$ cat config.mk
export PLATFORM = sky130hd
export DESIGN_NAME = seq_shift_alu
export DESIGN_NICKNAME = d
export VERILOG_FILES = /design/src/rtl/seq_shift_alu.sv
export SDC_FILE = /design/constraint.sdc
export NUM_CORES = 1
export LEC_CHECK = 0
export CORE_MARGIN = 1.5
export CORE_UTILIZATION = 55
export CTS_CLUSTER_DIAMETER = 200
export DETAILED_ROUTE_END_ITERATION = 7
export GPL_ROUTABILITY_DRIVEN = 0
export HOLD_SLACK_MARGIN = 0.02
export PLACE_DENSITY = 0.89
export SYNTH_ARGS = -nofsm -noshare
export SYNTH_HDL_FRONTEND = slang
export SYNTH_SLANG_ARGS = --single-unit
$ cat constraint.sdc
create_clock -name clk_i -period 4.1 [get_ports clk_i]
set_input_delay 0.41 -clock clk_i [delete_from_list [all_inputs] [get_ports clk_i]]
set_output_delay 0.41 -clock clk_i [all_outputs]
set_load 0.01 [all_outputs]
$ cat src/rtl/seq_shift_alu.sv
// seq_shift_alu: multi-cycle integer execute unit with start/done handshake.
// Define BARREL_SHIFT_EN to make shifts single-cycle; default is bit-serial.
module seq_shift_alu #(
   parameter int XLEN = 32
) (
   input  logic            clk_i,
   input  logic            rst_i,
   input  logic            start_i,
   input  logic [4:0]      alu_control_i,
   input  logic [XLEN-1:0] operand_a_i,
   input  logic [XLEN-1:0] operand_b_i,
   output logic            busy_o,
   output logic            done_o,
   output logic [XLEN-1:0] result_o,
   output logic            illegal_o
);

   localparam logic [4:0] OP_ADD  = 5'b00000;
   localparam logic [4:0] OP_SUB  = 5'b00001;
   localparam logic [4:0] OP_AND  = 5'b00010;
   localparam logic [4:0] OP_OR   = 5'b00011;
   localparam logic [4:0] OP_XOR  = 5'b00100;
   localparam logic [4:0] OP_SLT  = 5'b00101;
   localparam logic [4:0] OP_SLTU = 5'b00110;
   localparam logic [4:0] OP_SLL  = 5'b01010;
   localparam logic [4:0] OP_SRL  = 5'b01011;
   localparam logic [4:0] OP_SRA  = 5'b01100;

   localparam logic [1:0] S_IDLE  = 2'd0;
   localparam logic [1:0] S_SHIFT = 2'd1;
   localparam logic [1:0] S_DONE  = 2'd2;

   logic [1:0]      state_q, state_d;
   logic [XLEN-1:0] result_q, result_d;
   logic            illegal_q, illegal_d;
   logic [XLEN-1:0] alu_res;
   logic            alu_ill;
   logic            accept;
   logic [4:0]      shamt;

   assign shamt  = operand_b_i[4:0];
   assign accept = start_i && (state_q != S_SHIFT);

   // Single-cycle datapath; in the serial build a shift only lands here
   // when its amount is zero, so it just passes operand_a through.
   always_comb begin
      alu_res = '0;
      alu_ill = 1'b0;
      unique case (alu_control_i)
         OP_ADD:  alu_res = operand_a_i + operand_b_i;
         OP_SUB:  alu_res = operand_a_i - operand_b_i;
         OP_AND:  alu_res = operand_a_i & operand_b_i;
         OP_OR:   alu_res = operand_a_i | operand_b_i;
         OP_XOR:  alu_res = operand_a_i ^ operand_b_i;
         OP_SLT:  alu_res = {{(XLEN-1){1'b0}},
                     $signed(operand_a_i) < $signed(operand_b_i)};
         OP_SLTU: alu_res = {{(XLEN-1){1'b0}},
                     operand_a_i < operand_b_i};
`ifdef BARREL_SHIFT_EN
         OP_SLL:  alu_res = operand_a_i << shamt;
         OP_SRL:  alu_res = operand_a_i >> shamt;
         OP_SRA:  alu_res = XLEN'($signed(operand_a_i) >>> shamt);
`else
         OP_SLL:  alu_res = operand_a_i;
         OP_SRL:  alu_res = operand_a_i;
         OP_SRA:  alu_res = operand_a_i;
`endif
         default: alu_ill = 1'b1;
      endcase
   end

`ifdef BARREL_SHIFT_EN
   always_comb begin
      state_d   = (state_q == S_DONE) ? S_IDLE : state_q;
      result_d  = result_q;
      illegal_d = 1'b0;
      if (accept) begin
         state_d   = S_DONE;
         result_d  = alu_res;
         illegal_d = alu_ill;
      end
   end

   always_ff @(posedge clk_i) begin
      if (rst_i) begin
         state_q   <= S_IDLE;
         result_q  <= '0;
         illegal_q <= 1'b0;
      end else begin
         state_q   <= state_d;
         result_q  <= result_d;
         illegal_q <= illegal_d;
      end
   end
`else
   logic [XLEN-1:0] work_q, work_d;
   logic [4:0]      cnt_q, cnt_d;
   logic [4:0]      op_q, op_d;
   logic [XLEN-1:0] work_step;
   logic            is_shift;

   assign is_shift = (alu_control_i == OP_SLL) ||
                     (alu_control_i == OP_SRL) ||
                     (alu_control_i == OP_SRA);

   always_comb begin
      unique case (op_q)
         OP_SLL:  work_step = {work_q[XLEN-2:0], 1'b0};
         OP_SRL:  work_step = {1'b0, work_q[XLEN-1:1]};
         default: work_step = {work_q[XLEN-1], work_q[XLEN-1:1]};
      endcase
   end

   always_comb begin
      state_d   = state_q;
      result_d  = result_q;
      illegal_d = 1'b0;
      work_d    = work_q;
      cnt_d     = cnt_q;
      op_d      = op_q;
      unique case (state_q)
         S_SHIFT: begin
            work_d = work_step;
            cnt_d  = cnt_q - 5'd1;
            if (cnt_q == 5'd1) begin
               state_d  = S_DONE;
               result_d = work_step;
            end
         end
         default: state_d = S_IDLE;
      endcase
      if (accept) begin
         if (is_shift && shamt != 5'd0) begin
            state_d = S_SHIFT;
            work_d  = operand_a_i;
            cnt_d   = shamt;
            op_d    = alu_control_i;
         end else begin
            state_d   = S_DONE;
            result_d  = alu_res;
            illegal_d = alu_ill;
         end
      end
   end

   always_ff @(posedge clk_i) begin
      if (rst_i) begin
         state_q   <= S_IDLE;
         result_q  <= '0;
         illegal_q <= 1'b0;
         work_q    <= '0;
         cnt_q     <= '0;
         op_q      <= '0;
      end else begin
         state_q   <= state_d;
         result_q  <= result_d;
         illegal_q <= illegal_d;
         work_q    <= work_d;
         cnt_q     <= cnt_d;
         op_q      <= op_d;
      end
   end
`endif

   assign busy_o    = (state_q == S_SHIFT);
   assign done_o    = (state_q == S_DONE);
   assign result_o  = result_q;
   assign illegal_o = illegal_q;

endmodule
==> flow_metrics.tcl <==
set metrics [dict create \
    areaGrowthSynthToFinish_pct 16.2 \
    die-area_sq_mm 0.0178 \
    syn-num-nets 1498 \
    setup.worst_path.start_class "input pin" \
    period_needed_ps 3590 \
    post_route_cells_drive_above_1_share 0.0569 \
    htree_levels 3 \
    numPlacedInstances 1574 \
    hold_fails_final_rpt 0 \
    grt_pass1_vias 10100 \
    worst_ep_arrival_time_ps 3880 \
    grt_first_pass_wirelength_mm 52.3 \
    hold_path_depth 2 \
    max_slew.worst_pin.slew_ps 917 \
    fp-row-count 47 \
    peakVddDrop_uv 220 \
    core_sq_mm 0.0166 \
    worst_r2r_startpoint "cnt_q[1]" \
    post_cts.resized_instances 0 \
    postSynthCellCount 1309 \
    synth_edf_count 0 \
    postRouteWirelength_mm 33.3 \
    mapped_area_sq_mm 0.00934 \
    unrepaired_setup_endpoints_after_global_routing "no" \
    holdCritPathClass "reg -> reg" \
    layout.nets 1554 \
    finish.cell_count_without_fillers 1590 \
    maxCapViolations 0 \
    synth-seq-cells 77 \
    post_cts_hold_buffer_count 0 \
    max-slew-margin-rel 0.389 \
    crit_path_end_kind "flop" \
    r2r_setup_slack_ps 1190 \
    syn-mean-instance-area_sq_um 7.14 \
    die_y_um 133 \
    cts-buffers-inserted 9 \
    via_per_inst 6.91 \
    cts_tree "built" \
    area.sequential_sq_mm 0.00154 \
    routed_wire_length_per_instance_um 20.9 \
    clockRootBuffer "sky130_fd_sc_hd__clkbuf_16" \
    hold_path_startpoint "op_q[2]" \
    number_of_antenna_violations_at_the_first_check_in_global_routing 0 \
    worst_hold_path.endpoint "op_q[2]" \
    setup_viol 0 \
    rr_worst_depth 9 \
    n_antenna_cell 0 \
    report.final.slew_viol_count 0 \
    insertion_delay_ps 360 \
    drc_errors 0 \
    most-common-layout-cells "142 x sky130_fd_sc_hd__nand2_1, 140 x sky130_fd_sc_hd__a21oi_1, 115 x sky130_fd_sc_hd__ha_1, 105 x sky130_fd_sc_hd__clkdlybuf4s50_1, 97 x sky130_fd_sc_hd__nor2_1" \
    path_clk_slew_ps 70 \
    max-clock-path-buffers 2 \
    tritoncts_num_sinks 77 \
    post_cts_setup_bufs 0 \
    fin_skew_ps 8.56 \
    drt-initial-drc-count 2009 \
    power_density_mw_per_mm2 239 \
    buffer_ports.inserted 106 \
    fillers 1427 \
    critical_path_class "in -> reg" \
    async_flop_share 0 \
    dieWidth_um 133 \
    globalRouteTotalUtil 0.366 \
    maximum_number_of_pins_on_one_net_before_global_route_repair 46 \
    place_hpwl_mm 24.9 \
    ports_placed_on_the_boundary 107 \
    cp.required_ps 4390 \
    power_leakage_nw 4.30 \
    starting_density 0.563 \
    outcome "finished, final reports clean" \
    drtAntennaViolNets 0 \
    num_vias 11000 \
    yosysSeqAreaShare 0.165 \
    mostFrequentLayoutCell "sky130_fd_sc_hd__nand2_1" \
    multi_input_comb_area_sq_mm 0.00706 \
    synth_warnings 0 \
    max_freq_mhz 279 \
    critPathMaxFanout 11 \
    yosys.cell_types.count 83 \
    setup-tns-final_ps 0 \
    globalRoute.totalOverflow 0 \
    number_of_iterations_in_the_first_detailed_routing_pass 8 \
    layout_worst_path_cycle_share 0.876 \
    synth_top_flop_cell "sky130_fd_sc_hd__dfxtp_1" \
    reg2reg_to "result_o[15]" \
]
## worst max-delay path by stage
stage               startpoint            to  slack (ps)  cells after the start
2_1_floorplan   operand_b_i[7]  result_o[10]        1430                     11
3_3_place_gp    operand_a_i[9]  result_o[30]         450                     11
3_5_place_dp   operand_a_i[11]  result_o[30]         360                     11
4_1_cts         operand_a_i[5]  result_o[30]         700                     11
5_1_grt        operand_a_i[11]  result_o[30]         410                     11
6_report       operand_a_i[14]  result_o[27]         510                     11
## final cells by class
cell class | instances | area share
inverters | 101 | 0.0349
well taps | 220 | 0.0254
clock buffers | 10 | 0.0211
multi-input cells | 1040 | 0.650
flip-flops and latches | 77 | 0.142
repair buffers | 136 | 0.120
clock inverters | 6 | 0.00588
## state kept, by name (all words and copies together), names as in the netlist
register   flops
result_o      32
work_q        32
illegal_o      1
state_q        2
op_q           5
cnt_q          5
## stage by stage
step / hold slack, ps / power [mW] / cell area (sq um) / worst slack (ps) / utilization
5_1_grt: 500 / 2.68 / 10900 / 413 / 0.655
3_5_place_dp: 455 / 1.72 / 10600 / 357 / 0.637
2_1_floorplan: 432 / 1.41 / 9340 / 1430 / -
6_report: 469 / 2.60 / 10900 / 510 / 0.655
3_3_place_gp: 443 / 1.70 / 10600 / 455 / 0.637
4_1_cts: 465 / 2.54 / 10900 / 703 / 0.655
## synth_stat cells (14+ instances only)
cell type,number,area [sq um]
sky130_fd_sc_hd__nand2_1,142,533
sky130_fd_sc_hd__a21oi_1,140,701
sky130_fd_sc_hd__ha_1,115,1440
sky130_fd_sc_hd__nor2_1,98,368
sky130_fd_sc_hd__inv_1,97,364
sky130_fd_sc_hd__dfxtp_1,77,1540
sky130_fd_sc_hd__o21ai_0,76,380
sky130_fd_sc_hd__clkbuf_1,61,229
sky130_fd_sc_hd__o211ai_1,53,398
sky130_fd_sc_hd__mux2i_1,36,360
sky130_fd_sc_hd__a21o_1,29,218
sky130_fd_sc_hd__nor3_1,27,135
sky130_fd_sc_hd__a211oi_1,26,195
sky130_fd_sc_hd__nand3_1,20,100
sky130_fd_sc_hd__nor2b_1,19,119
sky130_fd_sc_hd__a22oi_1,18,135
sky130_fd_sc_hd__xnor2_1,16,140
sky130_fd_sc_hd__nand4_1,15,93.8
sky130_fd_sc_hd__o21bai_1,14,105
## power by group
group,leakage (nW),total (mW),switching [mW],internal (mW)
logic,3.53,0.960,0.590,0.369
registers,0.624,0.798,0.0235,0.774
clock network,0.138,0.838,0.367,0.471
total,4.30,2.60,0.981,1.61
## logic make-up (layout without fill, tap and decap cells)
logic type,after synthesis,count (layout),synth area share
adders and majority gates,117,117,0.158
xor gates and xnor gates,18,18,0.0169
AOI/OAI and AO/OA,480,480,0.343
buffers and inverters,192,253,0.0814
DFF,77,77,0.165
and+or+nand+nor,388,388,0.196
muxes,37,37,0.0398
## per-layer routing
layer / part of all wire / track usage / wire (um) / vias to the layer above
met5: 0.0016 / 0 / 52 / -
met3: 0.13 / 0.116 / 4470 / 247
met2: 0.42 / 0.547 / 13800 / 869
met1: 0.38 / 0.464 / 12700 / 5003
li1: - / - / - / 4870
met4: 0.067 / 0.208 / 2210 / 4
## critical path: stages
cell and delay (ps):
sky130_fd_sc_hd__clkdlybuf4s50_1 600, sky130_fd_sc_hd__inv_1 80, sky130_fd_sc_hd__ha_1 450, sky130_fd_sc_hd__nor2_1 320, sky130_fd_sc_hd__nand2_1 150, sky130_fd_sc_hd__nor4_1 450, sky130_fd_sc_hd__o21ai_0 360, sky130_fd_sc_hd__a211oi_1 430
sky130_fd_sc_hd__nor3b_1 300, sky130_fd_sc_hd__o21ai_0 140, sky130_fd_sc_hd__a32oi_1 200
(Power assumes the default switching activity.)
